`src/rtl/cdm_sweep_ctrl.sv`:
```
// Exhaustive 8x8 sweep controller for characterising an external approximate multiplier.
// Drives every (a,b) operand pair, samples the returned product, and accumulates error statistics.
module cdm_sweep_ctrl #(
    parameter int WAIT_CYC = 1
) (
    input  logic        clk,
    input  logic        rst_n,
    input  logic        start,
    input  logic        abort,
    output logic [7:0]  mul_a,
    output logic [7:0]  mul_b,
    input  logic [15:0] mul_r,
    output logic        busy,
    output logic        done,
    output logic [16:0] err_count,
    output logic [31:0] sum_abs_err,
    output logic [15:0] max_abs_err
);

    typedef enum logic [1:0] {IDLE, DRIVE, DONE} state_t;

    localparam logic [3:0] HOLD_LAST = 4'(WAIT_CYC - 1);

    state_t      state_q, state_d;
    logic [7:0]  a_q, a_d;
    logic [7:0]  b_q, b_d;
    logic [3:0]  hold_q, hold_d;
    logic        busy_q, busy_d;
    logic        done_q, done_d;
    logic [16:0] err_q, err_d;
    logic [31:0] sum_q, sum_d;
    logic [15:0] max_q, max_d;

    logic [15:0] exact;
    logic [15:0] abs_err;

    assign exact   = 16'(a_q) * 16'(b_q);
    assign abs_err = (exact >= mul_r) ? (exact - mul_r) : (mul_r - exact);

    always_comb begin
        state_d = state_q;
        a_d     = a_q;
        b_d     = b_q;
        hold_d  = hold_q;
        busy_d  = 1'b0;
        done_d  = 1'b0;
        err_d   = err_q;
        sum_d   = sum_q;
        max_d   = max_q;

        case (state_q)
            IDLE: begin
                if (start && !abort) begin
                    state_d = DRIVE;
                    busy_d  = 1'b1;
                    a_d     = 8'd0;
                    b_d     = 8'd0;
                    hold_d  = 4'd0;
                    err_d   = 17'd0;
                    sum_d   = 32'd0;
                    max_d   = 16'd0;
                end
            end
            DRIVE: begin
                busy_d = 1'b1;
                if (abort) begin
                    // Partial statistics are kept; only the operand walk is discarded.
                    state_d = IDLE;
                    busy_d  = 1'b0;
                    a_d     = 8'd0;
                    b_d     = 8'd0;
                    hold_d  = 4'd0;
                end else if (hold_q == HOLD_LAST) begin
                    err_d  = err_q + {16'd0, |abs_err};
                    sum_d  = sum_q + {16'd0, abs_err};
                    max_d  = (abs_err > max_q) ? abs_err : max_q;
                    hold_d = 4'd0;
                    b_d    = b_q + 8'd1;
                    if (b_q == 8'hFF) begin
                        a_d = a_q + 8'd1;
                        if (a_q == 8'hFF) begin
                            // Both operands wrap to zero on their own here.
                            state_d = DONE;
                            busy_d  = 1'b0;
                            done_d  = 1'b1;
                        end
                    end
                end else begin
                    hold_d = hold_q + 4'd1;
                end
            end
            DONE: begin
                state_d = IDLE;
            end
            default: begin
                state_d = IDLE;
            end
        endcase
    end

    always_ff @(posedge clk or negedge rst_n) begin
        if (!rst_n) begin
            state_q <= IDLE;
            a_q     <= 8'd0;
            b_q     <= 8'd0;
            hold_q  <= 4'd0;
            busy_q  <= 1'b0;
            done_q  <= 1'b0;
            err_q   <= 17'd0;
            sum_q   <= 32'd0;
            max_q   <= 16'd0;
        end else begin
            state_q <= state_d;
            a_q     <= a_d;
            b_q     <= b_d;
            hold_q  <= hold_d;
            busy_q  <= busy_d;
            done_q  <= done_d;
            err_q   <= err_d;
            sum_q   <= sum_d;
            max_q   <= max_d;
        end
    end

    assign mul_a       = a_q;
    assign mul_b       = b_q;
    assign busy        = busy_q;
    assign done        = done_q;
    assign err_count   = err_q;
    assign sum_abs_err = sum_q;
    assign max_abs_err = max_q;

endmodule
```
`config.mk`:
```
export PLATFORM = sky130hd
export DESIGN_NAME = cdm_sweep_ctrl
export DESIGN_NICKNAME = d
export VERILOG_FILES = /design/src/rtl/cdm_sweep_ctrl.sv
export SDC_FILE = /design/constraint.sdc
export NUM_CORES = 1
export LEC_CHECK = 0
export BUFFER_PORTS_ARGS = -buffer_cell sky130_fd_sc_hd__buf_2
export CORE_UTILIZATION = 56
export CTS_BUF_LIST = sky130_fd_sc_hd__clkbuf_8
export DETAILED_ROUTE_END_ITERATION = 8
export GPL_TIMING_DRIVEN = 0
export PLACE_DENSITY_LB_ADDON = 0.2
export SETUP_SLACK_MARGIN = 0.05
export SLEW_MARGIN = 20
export SYNTH_ARGS = -nofsm -noshare
export SYNTH_HDL_FRONTEND = slang
export SYNTH_SLANG_ARGS = --single-unit
```
`constraint.sdc`:
```
create_clock -name clk -period 7.4 [get_ports clk]
set_input_delay 0.74 -clock clk [delete_from_list [all_inputs] [get_ports clk]]
set_output_delay 0.74 -clock clk [all_outputs]
set_load 0.01 [all_outputs]
```
After elaboration in Yosys (flattened, before gate mapping)
Cells that the tools add are included.
{"block": "classes", "n_lt_le_gt_ge": 2, "n_reduce_logical": 12, "mul": 1, "n_mux": 43, "n_addsub": 7, "eq_ne": 10}
{"cell": "two-way mux 32 bit", "n": 3}
{"cell": "two-way mux 16 bit", "n": 5}
{"cell": "one-hot mux 32 bit (2 select lines)", "n": 1}
{"cell": "two-way mux 17 bit", "n": 3}
{"cell": "two-way mux 8 bit", "n": 6}
{"cell": "one-hot mux 17 bit (2 select lines)", "n": 1}
{"cell": "adder 32 x 16 -> 32 bit", "n": 1}
{"cell": "one-hot mux 16 bit (2 select lines)", "n": 1}
{"cell": "one-hot mux 8 bit (2 select lines)", "n": 2}
{"cell": "subtractor 16 bit", "n": 2}
{"cell": "adder 17 x 1 -> 17 bit", "n": 1}
{"cell": "adder 8 x 1 -> 8 bit (second input constant)", "n": 2}
{"cell": "== test 8 bit (second input constant)", "n": 2}
{"cell": "greater-or-equal comparator 16 bit", "n": 1}
{"cell": "greater-than comparator 16 bit", "n": 1}
{"cell": "multiplier 8 x 8 -> 16 bit", "n": 1}
{"cell": "OR reduction 16 bit", "n": 1}
{"cell": "two-way mux 4 bit", "n": 3}
{"cell": "AND reduction 4 bit", "n": 3}
{"cell": "two-way mux 1 bit", "n": 10}
{"cell": "two-way mux 2 bit", "n": 5}
{"cell": "!= test 3 bit (second input constant)", "n": 3}
{"cell": "!= test 2 bit (second input constant)", "n": 4}
{"cell": "one-hot mux 4 bit (2 select lines)", "n": 1}
{"cell": "12 further kinds", "n": 12}
{"block": "word_totals", "register_bits": 89, "output_inout_bits": 83, "wordCells": 84, "input_bits": 20}

Logic depth before layout (Yosys ltp)
Gate-level depths: netlist of the first run.
{"block": "depth", "word_depth": 8, "ltp_mapped": 41, "ltp_nobuf": 37}

Least setup slack after synthesis of the first run
OpenSTA, ideal clock, no wires.
{"block": "synth_timing", "path_type": "register to register", "startpoint": "register a_q[0], in the netlist mul_a[0]", "endpoint": "register max_q[11], in the netlist max_abs_err[11]", "setup_slack_ns": -0.411, "required_ns": 7.333, "stages_incl_launch_ff": 39, "synth_period_minus_slack_ns": 7.811, "setup_time_ns": 0.067, "n_path_buf": 4, "arrival_time_ns": 7.744, "path_cell_list": "dfrtp_1 clkbuf_1 nand2_1 fa_1 fa_1 inv_1 fa_1 inv_1 fa_1 inv_1 ha_1 inv_1 o21bai_1 a21oi_1 nor2b_1 o2111ai_1 nand3_1 nor2_1 [... 3 more ...] a21oi_1 o21ai_0 a21oi_1 o21a_1 buf_4 nand2_4 mux2_2 inv_1 ha_1 nor2b_1 o21a_1 o21ai_0 a21oi_1 o31a_1 o21ai_0 a31o_2 buf_1 a22o_1"}
{"block": "synth_between", "elab_chain_len": 7, "word_cells_on_any_way": 12, "cone_classes": "add/sub (2); mul (1); order compare (2); eq/ne (1); mux (5); reduce/logical (1)"}
{"item": "start, declared", "line_no": "25", "rtl": "logic [7:0] a_q, a_d;"}
{"item": "start signal, assigned", "line_no": "104", "rtl": "a_q <= 8'd0;"}
{"item": "start signal, assigned", "line_no": "114", "rtl": "a_q <= a_d;"}
{"item": "multiplier 8 x 8 -> 16 bit (*)", "line_no": "37", "rtl": "assign exact = 16'(a_q) * 16'(b_q);"}
{"item": "subtractor 16 bit / greater-or-equal comparator 16 bit (equally long branches)", "line_no": "38", "rtl": "assign abs_err = (exact >= mul_r) ? (exact - mul_r) : (mul_r - exact);"}
{"item": "two-way mux 16 bit (*)", "line_no": "38"}
{"item": "branches (longest 4 deep; another with greater-than comparator 16 bit)"}
{"item": "end signal, assigned", "line_no": "121", "rtl": "max_q <= max_d;"}
{"item": "end, declared", "line_no": "32", "rtl": "logic [15:0] max_q, max_d;"}
Every way passes the cells marked *. The select of a mux whose other input is x is not followed.
A chain may end at the register's enable or synchronous reset.

Worst setup path after layout of the first run
{"block": "layout_timing", "startpoint": "register b_q[2], in the netlist mul_b[2]", "endpoint": "register sum_q[18], in the netlist sum_abs_err[18]"}
{"block": "layout_between", "elab_chain_len": 7, "word_cells_on_any_way": 9, "cone_classes": "add/sub (3); mul (1); order compare (1); mux (4)"}
{"item": "start, declared", "line_no": "26", "rtl": "logic [7:0] b_q, b_d;"}
{"item": "start signal, assigned", "line_no": "105", "rtl": "b_q <= 8'd0;"}
{"item": "start signal, assigned", "line_no": "115", "rtl": "b_q <= b_d;"}
{"item": "multiplier 8 x 8 -> 16 bit (*)", "line_no": "37"}
{"item": "subtractor 16 bit / greater-or-equal comparator 16 bit (equally long branches)", "line_no": "38"}
{"item": "two-way mux 16 bit (*)", "line_no": "38"}
{"item": "adder 32 x 16 -> 32 bit (*)", "line_no": "75", "rtl": "sum_d = sum_q + {16'd0, abs_err};"}
{"item": "two-way mux 32 bit (*)", "line_no": "73", "rtl": "end else if (hold_q == HOLD_LAST) begin"}
{"item": "two-way mux 32 bit (*)", "line_no": "66", "rtl": "if (abort) begin"}
{"item": "one-hot mux 32 bit (2 select lines) (*)", "line_no": "51", "rtl": "case (state_q)"}
{"item": "end signal, assigned", "line_no": "120", "rtl": "sum_q <= sum_d;"}
{"item": "end, declared", "line_no": "31", "rtl": "logic [31:0] sum_q, sum_d;"}
Every way passes the cells marked *; elsewhere a longest branch is shown, timed or not. The select of a mux whose other input is x is not followed.

==> results.txt, run 1 <==
Antenna Nets Post-Route: 0
Pre-Repair DR Iteration Count: 6
delay-heaviest family, CP: adder cells
Synth top area share: 24.98%
Die Y-Extent: 128.2 um
VDD IR max: 125.9 uV
share of layout cells above drive strength 1: 33.68%
Post-CTS Hold Fix Bufs: 0
sequential fraction of the synthesis area: 24.98%
Core Area: 15370 um2
Synth Area in Simple Gates: 21.54%
top post-synthesis cells by area: dfrtp_1 (25%), ha_1 (15%), fa_1 (8.8%), inv_1 (5.1%), xor2_1 (4.4%)
Slew HR: 46.93%
H-Tree Depth: 3
clk sink count: 89
final setup skew: 0.01681 ns
CP Capture Type: flop
wire length of the first global-routing pass: 39930 um
R2R Path End: sum_abs_err[18]
syn avg cell area: 8.598 um2
post-synthesis adder-cell area fraction: 23.49%
Crit. path cell count: 38
Max stage delay on crit path: 0.55 ns
Synth Instances: 1037
data required time of the critical path: 7.69 ns
Seq cells post-synth: 89
Compound-Gate Fraction of Synth Area: 15.14%
total power density per cell area: 163.6 nW/um2
Worst R2R Path Depth: 38
CTS tree: yes
Arr. time, crit path: 8.17 ns
HP Class: primary input to async pin
gr usage total: 30.43%
Post-synth EDFFs: 0
startpoint types: flop
fin cells: 1470
ys async rst share: 100.0%
Root Buffer: clkbuf_8
vias in the first global route: 8237
Leak: 5.875 nW
Worst R2R Start: mul_b[2]
critical-path maximum fanout: 6
largest net degree at the start of global routing: 72
xor/xnor share of the synthesized area: 6.582%
Wirelength per Cell: 17.62 um
Placed Cells: 1351
Port Buffers: 102
synth warn: 0
Mapped Area: 8916 um2
final RePlAce weighted congestion: 0.9263
Die Area: 16430 um2
io pins: 103
mux cell area share after synthesis: 1.052%
slowest stage cell on the critical path: fa_1
Fmax: 126.8 MHz
Synth-to-Final Area Change: 32.68%
Placed Area: 9911 um2
library cells used by synthesis: 79
Slew @ Worst Pin: 0.7944 ns
fin worst setup slack: -0.4848 ns
violated checks: setup timing
Antenna Cells: 0
initial drt markers: 661
commonest non-fill, non-tap cell in the layout: inv_1
Via-to-Cell Ratio: 5.832
status: finished, violations left
predominant post-synthesis flop cell: dfrtp_1
RSZ-0062 raised after global routing: yes
Final HPWL DP: 16860 um
Crit Path Category: flop to flop
Rows: 45
Vias: 8573
Worst Path Buf+Inv: 10
cts bufs inserted: 9
antenna violations before repair: 0
leading area contributor after synthesis: dfrtp_1
Remaining Overflow, GRT: 0
CTS max path bufs: 2
Reg clk slew, reported paths: 0.10 ns
largest family of logic cells by synthesized area: adder cells
min Tclk post-route: 7.885 ns
detailed-route DRC error count: 0
fin nets: 1418
post-route cell area: 11830 um2
clk_lat worst skew: 0.37 ns
Tcrit/Tclk final: 106.6%
worst reg-to-reg setup slack: -0.48 ns
fin. max-slew vios: 0
commonest non-fill, non-tap cells in the layout: inv_1 (108), buf_2 (106), buf_4 (90), dfrtp_1 (88), ha_1 (82)
die width: 128.2 um
final WL: 25900 um
syn nets: 1201
Fin. Hold Viols: 0
max cap viols: 0
Initial Util: 58.01%
final setup fails: 52
Worst Hold Margin: 0.1906 ns
Post-Place Setup Slack: -1.002 ns
-- layout make-up --
| class | instances | area (um2) |
|---|---|---|
| clock inverters | 7 | 47.55 |
| multi-input cells | 787 | 7000 |
| clock buffers | 9 | 123.9 |
| flip-flops and latches | 89 | 2228 |
| well taps | 211 | 264.0 |
| repair buffers | 205 | 1371 |
| inverters | 122 | 457.9 |
| fillers | 1020 | 3541 |
| plain buffers | 40 | 336.6 |
-- worst register-to-register path: cells and delay by family (launching register included) --
kind	cells	cell delay [ns]
adder cells (fa/ha/maj)	7	2.87
AND/OR/NAND/NOR	9	1.42
buffers and inverters	10	1.15
AO/OA/AOI/OAI	11	1.81
XOR/XNOR	1	0.13
flip-flops	1	0.43
-- kinds of logic after synthesis --
family,after synthesis
AOI/OAI and AO/OA,201
adders and majority gates,144
and+or+nand+nor,365
DFF,89
xor gates and xnor gates,67
muxes,9
buffers and inverters,162
-- routing by layer --
| metal | global-route usage (%) | part of all wire, % | wire (um) |
|---|---|---|---|
| met1 | 38.65 | 40 | 10390 |
| met4 | 11.35 | 3.4 | 874 |
| met2 | 52.91 | 51 | 13180 |
| met3 | 3.715 | 5.7 | 1464 |
| met5 | 0 | 0 | 0 |
-- worst max-delay path by stage --
stage / endpoint / start
after floorplan: sum_abs_err[18] / mul_a[3]
after global placement: max_abs_err[11] / mul_b[3]
after detailed placement: max_abs_err[12] / mul_b[3]
after CTS: sum_abs_err[18] / mul_b[2]
after global routing: sum_abs_err[20] / mul_b[2]
final: sum_abs_err[18] / mul_b[2]
-- Yosys cell counts (19+ instances only) --
master	count
and2_1	58
o21ai_0	53
nor2_1	71
inv_1	122
xnor2_1	22
a21oi_1	45
a21o_1	22
dfrtp_1	89
ha_1	105
fa_1	39
nand4_1	23
nor3_1	19
nand2_1	70
clkbuf_1	22
nand3_1	47
xor2_1	45
-- per-stage QoR --
stage	util [%]	setup TNS [ns]	total power [W]
3_5_place_dp	64.48	-33.98	0.001341
4_1_cts	73.19	-11.21	0.001791
3_3_place_gp	64.26	-29.26	0.001314
6_report	76.96	-14.58	0.001936
2_1_floorplan	-	0	0.001115
5_1_grt	76.96	-25.33	0.002049
-- repair_timing --
| item | 4_1_cts | 5_1_grt |
|---|---|---|
| endpoints found under the setup margin | 59 | 61 |
| pin swaps | 87 | 78 |
| setup buffers | 68 | 33 |
| gates resized for setup | 136 | 82 |
| gates cloned | 3 | 0 |
-- sequential cells by signal (all words and copies together), names as in the netlist --
name / cells
sum_abs_err: 32
err_count: 17
max_abs_err: 16
mul_a: 8
mul_b: 8
hold_q: 4
state_q: 2
busy: 1
done: 1
-- report_power, final --
group / total (W) / internal [W] / switching, W
registers: 0.000647 / 0.000557 / 0.0000899
logic: 0.000980 / 0.000459 / 0.000521
clock network: 0.000308 / 0.000121 / 0.000187
total: 0.00194 / 0.00114 / 0.000798
No activity file was read; power rests on OpenSTA's default activity.
==> inputs of run 2 (changes only) <==
- CORE_UTILIZATION: 56 -> 45
==> run 2 against run 1 <==
Compared with the run above: the run still ends with setup timing left; cell area is 1.0% higher; die area grew 24%; wire length fell by 3.7%; global-route usage decreased by 5.8 points; flip-flop and latch count is the same; critical path depth fell by 3; first-iteration DRC count down 48%; total power is 2.0% higher; clock power increased by 16%; critical path type unchanged; largest cell class unchanged.
==> results.txt, run 2 (same netlist as run 1, synthesis figures left out) <==
VDD IR max: 84.07 uV
Root Buffer: clkbuf_8
Max stage delay on crit path: 0.52 ns
Synth-to-Final Area Change: 34.03%
fin util: 61.40%
wire length of the first global-routing pass: 39600 um
Pre-Repair DR Iteration Count: 4
status: finished, violations left
Initial Util: 45.81%
Arr. time, crit path: 8.06 ns
slowest stage cell on the critical path: fa_1
final WL: 24940 um
cts bufs inserted: 9
clk sink count: 89
post-route cell area: 11950 um2
final RePlAce weighted congestion: 0.8727
fin worst setup slack: -0.3487 ns
Slew HR: 45.99%
gr usage total: 24.64%
R2R Path End: sum_abs_err[18]
Post-CTS Hold Fix Bufs: 0
clk_lat worst skew: 0.39 ns
share of layout cells above drive strength 1: 33.78%
final setup fails: 51
fin nets: 1426
Worst R2R Start: mul_b[2]
Port Buffers: 102
CTS max path bufs: 2
io pins: 103
die width: 142.8 um
Slew @ Worst Pin: 0.8085 ns
violated checks: setup timing
vias in the first global route: 8045
critical-path maximum fanout: 8
antenna violations before repair: 1
Die Y-Extent: 142.8 um
largest net degree at the start of global routing: 79
Core Area: 19460 um2
fin. max-slew vios: 0
startpoint types: flop
worst reg-to-reg setup slack: -0.35 ns
Via-to-Cell Ratio: 5.408
H-Tree Depth: 3
Crit Path Category: flop to flop
Remaining Overflow, GRT: 0
Placed Area: 9978 um2
Final HPWL DP: 17400 um
Antenna Nets Post-Route: 0
Rows: 51
Total Power: 0.001974 W
Die Area: 20380 um2
setup TNS: -9.446 ns
max cap viols: 0
HP Class: primary input to async pin
Wirelength per Cell: 16.27 um
Tcrit/Tclk final: 104.7%
total power density per cell area: 165.2 nW/um2
Vias: 8291
commonest non-fill, non-tap cell in the layout: buf_2
Reg clk slew, reported paths: 0.09 ns
final setup skew: 0.01376 ns
RSZ-0062 raised after global routing: yes
Fmax: 129.1 MHz
min Tclk post-route: 7.749 ns
Fin. Hold Viols: 0
initial drt markers: 345
detailed-route DRC error count: 0
Leak: 5.935 nW
Worst R2R Path Depth: 35
max reg flops: 32
CP Capture Type: flop
CTS tree: yes
commonest non-fill, non-tap cells in the layout: buf_2 (110), inv_1 (108), buf_4 (95), dfrtp_1 (88), ha_1 (83)
data required time of the critical path: 7.71 ns
run 2: final cells by class:
| class | count | area [um2] |
|---|---|---|
| Buffer | 39 | 330.3 |
| Antenna cell | 1 | 2.502 |
| Clock buffer | 9 | 123.9 |
| Inverter | 122 | 460.4 |
| Sequential cell | 89 | 2228 |
| Timing Repair Buffer | 215 | 1446 |
| Tap cell | 265 | 331.6 |
| Clock inverter | 7 | 78.83 |
| Fill cell | 1637 | 7512 |
| Multi-Input combinational cell | 786 | 6948 |
run 2: critical path: cells and delay by family, from the launching register on:
kind | cells | cell delay (ns)
muxes | 1 | 0.34
DFF | 1 | 0.43
xor gates and xnor gates | 1 | 0.18
buffers and inverters | 7 | 0.78
AOI/OAI and AO/OA | 12 | 2.00
and+or+nand+nor | 7 | 1.12
adders and majority gates | 7 | 2.81
run 2: how the worst max path moves through the flow:
| stage | startpoint | to | slack (ns) | depth (start not counted) |
|---|---|---|---|---|
| 6_report | mul_b[2] | sum_abs_err[18] | -0.35 | 35 |
| 5_1_grt | mul_a[3] | sum_abs_err[18] | -0.64 | 34 |
| 4_1_cts | mul_a[3] | sum_abs_err[18] | -0.34 | 34 |
| 3_5_place_dp | mul_b[3] | max_abs_err[11] | -0.93 | 35 |
| 3_3_place_gp | mul_b[3] | max_abs_err[15] | -0.89 | 35 |
| 2_1_floorplan | mul_a[3] | sum_abs_err[18] | 0.007 | 34 |
run 2: what timing repair did:
item,CTS,global route
resized for setup,151,73
setup endpoints to repair,59,60
setup buffers,84,26
pin swaps,117,65
gates cloned,3,0
run 2: metal layers:
| metal | routed length [um] | track usage [%] | share of wire [%] | vias up |
|---|---|---|---|---|
| li1 | - | - | - | 3991 |
| met1 | 10840 | 31.70 | 43 | 4023 |
| met2 | 12180 | 42.03 | 49 | 216 |
| met3 | 1115 | 3.186 | 4.5 | 61 |
| met4 | 808 | 9.394 | 3.2 | 0 |
| met5 | 0 | 0 | 0 | - |
run 2: per-stage QoR:
stage / std cells / hold slack, ns / worst slack [ns]
6_report: 1533 / 0.1538 / -0.3487
5_1_grt: 1532 / 0.1511 / -0.6434
4_1_cts: 1506 / 0.1585 / -0.3372
3_5_place_dp: 1405 / 0.4875 / -0.9282
3_3_place_gp: 1404 / 0.4868 / -0.8908
2_1_floorplan: 1037 / 0.4444 / 0.006719
run 2: where the power goes:
part / total [W] / switching (W) / internal (W) / leakage [nW]
registers: 0.000648 / 0.0000902 / 0.000557 / 1.21
logic: 0.000971 / 0.000506 / 0.000465 / 4.63
clock network: 0.000356 / 0.000196 / 0.000160 / 0.0978
==> inputs of run 3 (changes only) <==
--- a/config.mk
+++ b/config.mk
@@ -9,3 +9,2 @@
 export CORE_UTILIZATION = 45
-export CTS_BUF_LIST = sky130_fd_sc_hd__clkbuf_8
 export DETAILED_ROUTE_END_ITERATION = 8
==> constraint.sdc (replaced) <==
create_clock -name clk -period 7.4 [get_ports clk]
set_input_delay 0 -clock clk [delete_from_list [all_inputs] [get_ports clk]]
set_output_delay 0 -clock clk [all_outputs]
set_load 0.01 [all_outputs]
==> run 3 against run 2 <==
Compared with the run above: the run still ends with setup timing left; non-clock buffer count fell by 7; wire length is 0.31% higher; total power is 5.9% higher; global-route usage hardly changed; hold slack worse by 0.13 ns.
==> results.txt, run 3 (same netlist as run 1, synthesis figures left out) <==
antenna violations before repair: 1
clk sink count: 89
Die Area: 20380 um2
Remaining Overflow, GRT: 0
die width: 142.8 um
commonest non-fill, non-tap cell in the layout: buf_2
critical-path maximum fanout: 7
setup TNS: -8.988 ns
Leak: 5.960 nW
final RePlAce weighted congestion: 0.8727
fin worst setup slack: -0.3567 ns
Antenna Nets Post-Route: 0
Tcrit/Tclk final: 104.8%
Core Area: 19460 um2
cts bufs inserted: 9
final setup skew: 0.01115 ns
delay-heaviest family, CP: adder cells
switching power: 0.0008042 W
Max stage delay on crit path: 0.52 ns
Slew HR: 45.42%
violated checks: setup timing
fin. max-slew vios: 0
max reg flops: 32
Placed Cells: 1405
Worst Hold Margin: 0.02819 ns
Clk network pwr share: 22.8%
vias in the first global route: 8045
Vias: 8273
slowest stage cell on the critical path: fa_1
Port Buffers: 102
largest net degree at the start of global routing: 79
Pint: 0.001287 W
CTS max path bufs: 2
Final HPWL DP: 17400 um
Rows: 51
clk_lat worst skew: 0.35 ns
share of layout cells above drive strength 1: 33.89%
fin cells: 1526
VDD IR max: 133.0 uV
Worst Path Buf+Inv: 5
commonest non-fill, non-tap cells in the layout: buf_2 (110), inv_1 (108), buf_4 (88), dfrtp_1 (88), ha_1 (83)
initial drt markers: 285
startpoint types: flop
Crit Path Category: flop to flop
CP Capture Type: flop
Pre-Repair DR Iteration Count: 5
Root Buffer: clkbuf_16
min Tclk post-route: 7.757 ns
final WL: 25020 um
RSZ-0062 raised after global routing: yes
CTS tree: yes
Synth-to-Final Area Change: 35.31%
post-route cell area: 12060 um2
Slew @ Worst Pin: 0.8170 ns
Net Sw Frac: 38.46%
final setup fails: 50
Comb power frac: 46.0%
Post-Place Setup Slack: -0.9282 ns
H-Tree Depth: 3
status: finished, violations left
total power density per cell area: 173.3 nW/um2
wire length of the first global-routing pass: 39710 um
max cap viols: 0
Fin. Hold Viols: 0
detailed-route DRC error count: 0
Fmax: 128.9 MHz
Die Y-Extent: 142.8 um
Initial Util: 45.81%
Reg clk slew, reported paths: 0.07 ns
Arr. time, crit path: 8.03 ns
io pins: 103
Via-to-Cell Ratio: 5.421
Placed Area: 9978 um2
data required time of the critical path: 7.67 ns
fin nets: 1419
Wirelength per Cell: 16.40 um
sequential share of power: 31.1%
gr usage total: 24.67%
HP Class: primary input to flop
[run 3: cell types whose count changed in the layout (fill, tap and decap cells not counted), moves of 3 or more]
cell       before  now
clkbuf_8       18    7
clkbuf_16       0    9
buf_4          95   88
o21ai_0        27   31
o21ai_1        21   17
nand2_1        57   54
nand2_2        10   13
[run 3: metrics by stage]
stage / util (%) / total power, W
2_1_floorplan: - / 0.001115
3_3_place_gp: 51.10 / 0.001325
4_1_cts: 59.13 / 0.001970
6_report: 61.99 / 0.002091
5_1_grt: 61.97 / 0.002216
3_5_place_dp: 51.27 / 0.001338
[run 3: final timing paths]
check / from / end / slack, ns / depth (start not counted)
worst max-delay path: mul_b[4] / sum_abs_err[22] / -0.36 / 34
worst min-delay path: abort / hold_q[1] / 0.03 / 4
worst max register to register: mul_b[4] / sum_abs_err[22] / -0.36 / 34
worst min register to register: err_count[16] / err_count[16] / 0.54 / 2
max in group asynchronous: rst_n / mul_b[0] / 6.76 / 3
min in group asynchronous: rst_n / sum_abs_err[5] / 0.04 / 2
[run 3: worst min-delay path, delay by kind of cell]
family                 cells  cell delay (ns)
AO/OA/AOI/OAI              1             0.07
buffers and inverters      1             0.12
AND/OR/NAND/NOR            2             0.15
[run 3: cell type report]
type,instances,area (um2)
antenna,1,2.502
buffer,39,324.1
clock buffer,9,225.2
clock inverter,7,78.83
fill,1595,7398
inverter,122,460.4
multi-input combinational,786,7018
sequential,89,2228
tap,265,331.6
timing repair buffer,208,1395
[run 3: timing repair]
item	CTS	global route
resized for setup	133	97
hold buffers	1	0
endpoints found under the hold margin	89	0
endpoints found under the setup margin	59	60
buffers inserted	75	28
pin swaps	86	74
gates cloned	2	1
[run 3: routing by layer]
| metal | track usage [%] | part of all wire [%] | wire [um] | up-vias |
|---|---|---|---|---|
| met1 | 31.73 | 44 | 10900 | 4008 |
| li1 | - | - | - | 3977 |
| met3 | 2.918 | 4.3 | 1064 | 52 |
| met5 | 0 | 0 | 0 | - |
| met2 | 42.62 | 50 | 12420 | 236 |
| met4 | 8.659 | 2.6 | 643 | 0 |
[run 3: power by group through the flow]
stage / clock, W / sequential [W] / combinational, W
floorplan: 0 / 0.000656 / 0.000459
detailed placement: 0 / 0.000640 / 0.000697
global route: 0.000503 / 0.000658 / 0.00105
CTS: 0.000484 / 0.000645 / 0.000842
global placement: 0 / 0.000639 / 0.000685
finish: 0.000478 / 0.000650 / 0.000963
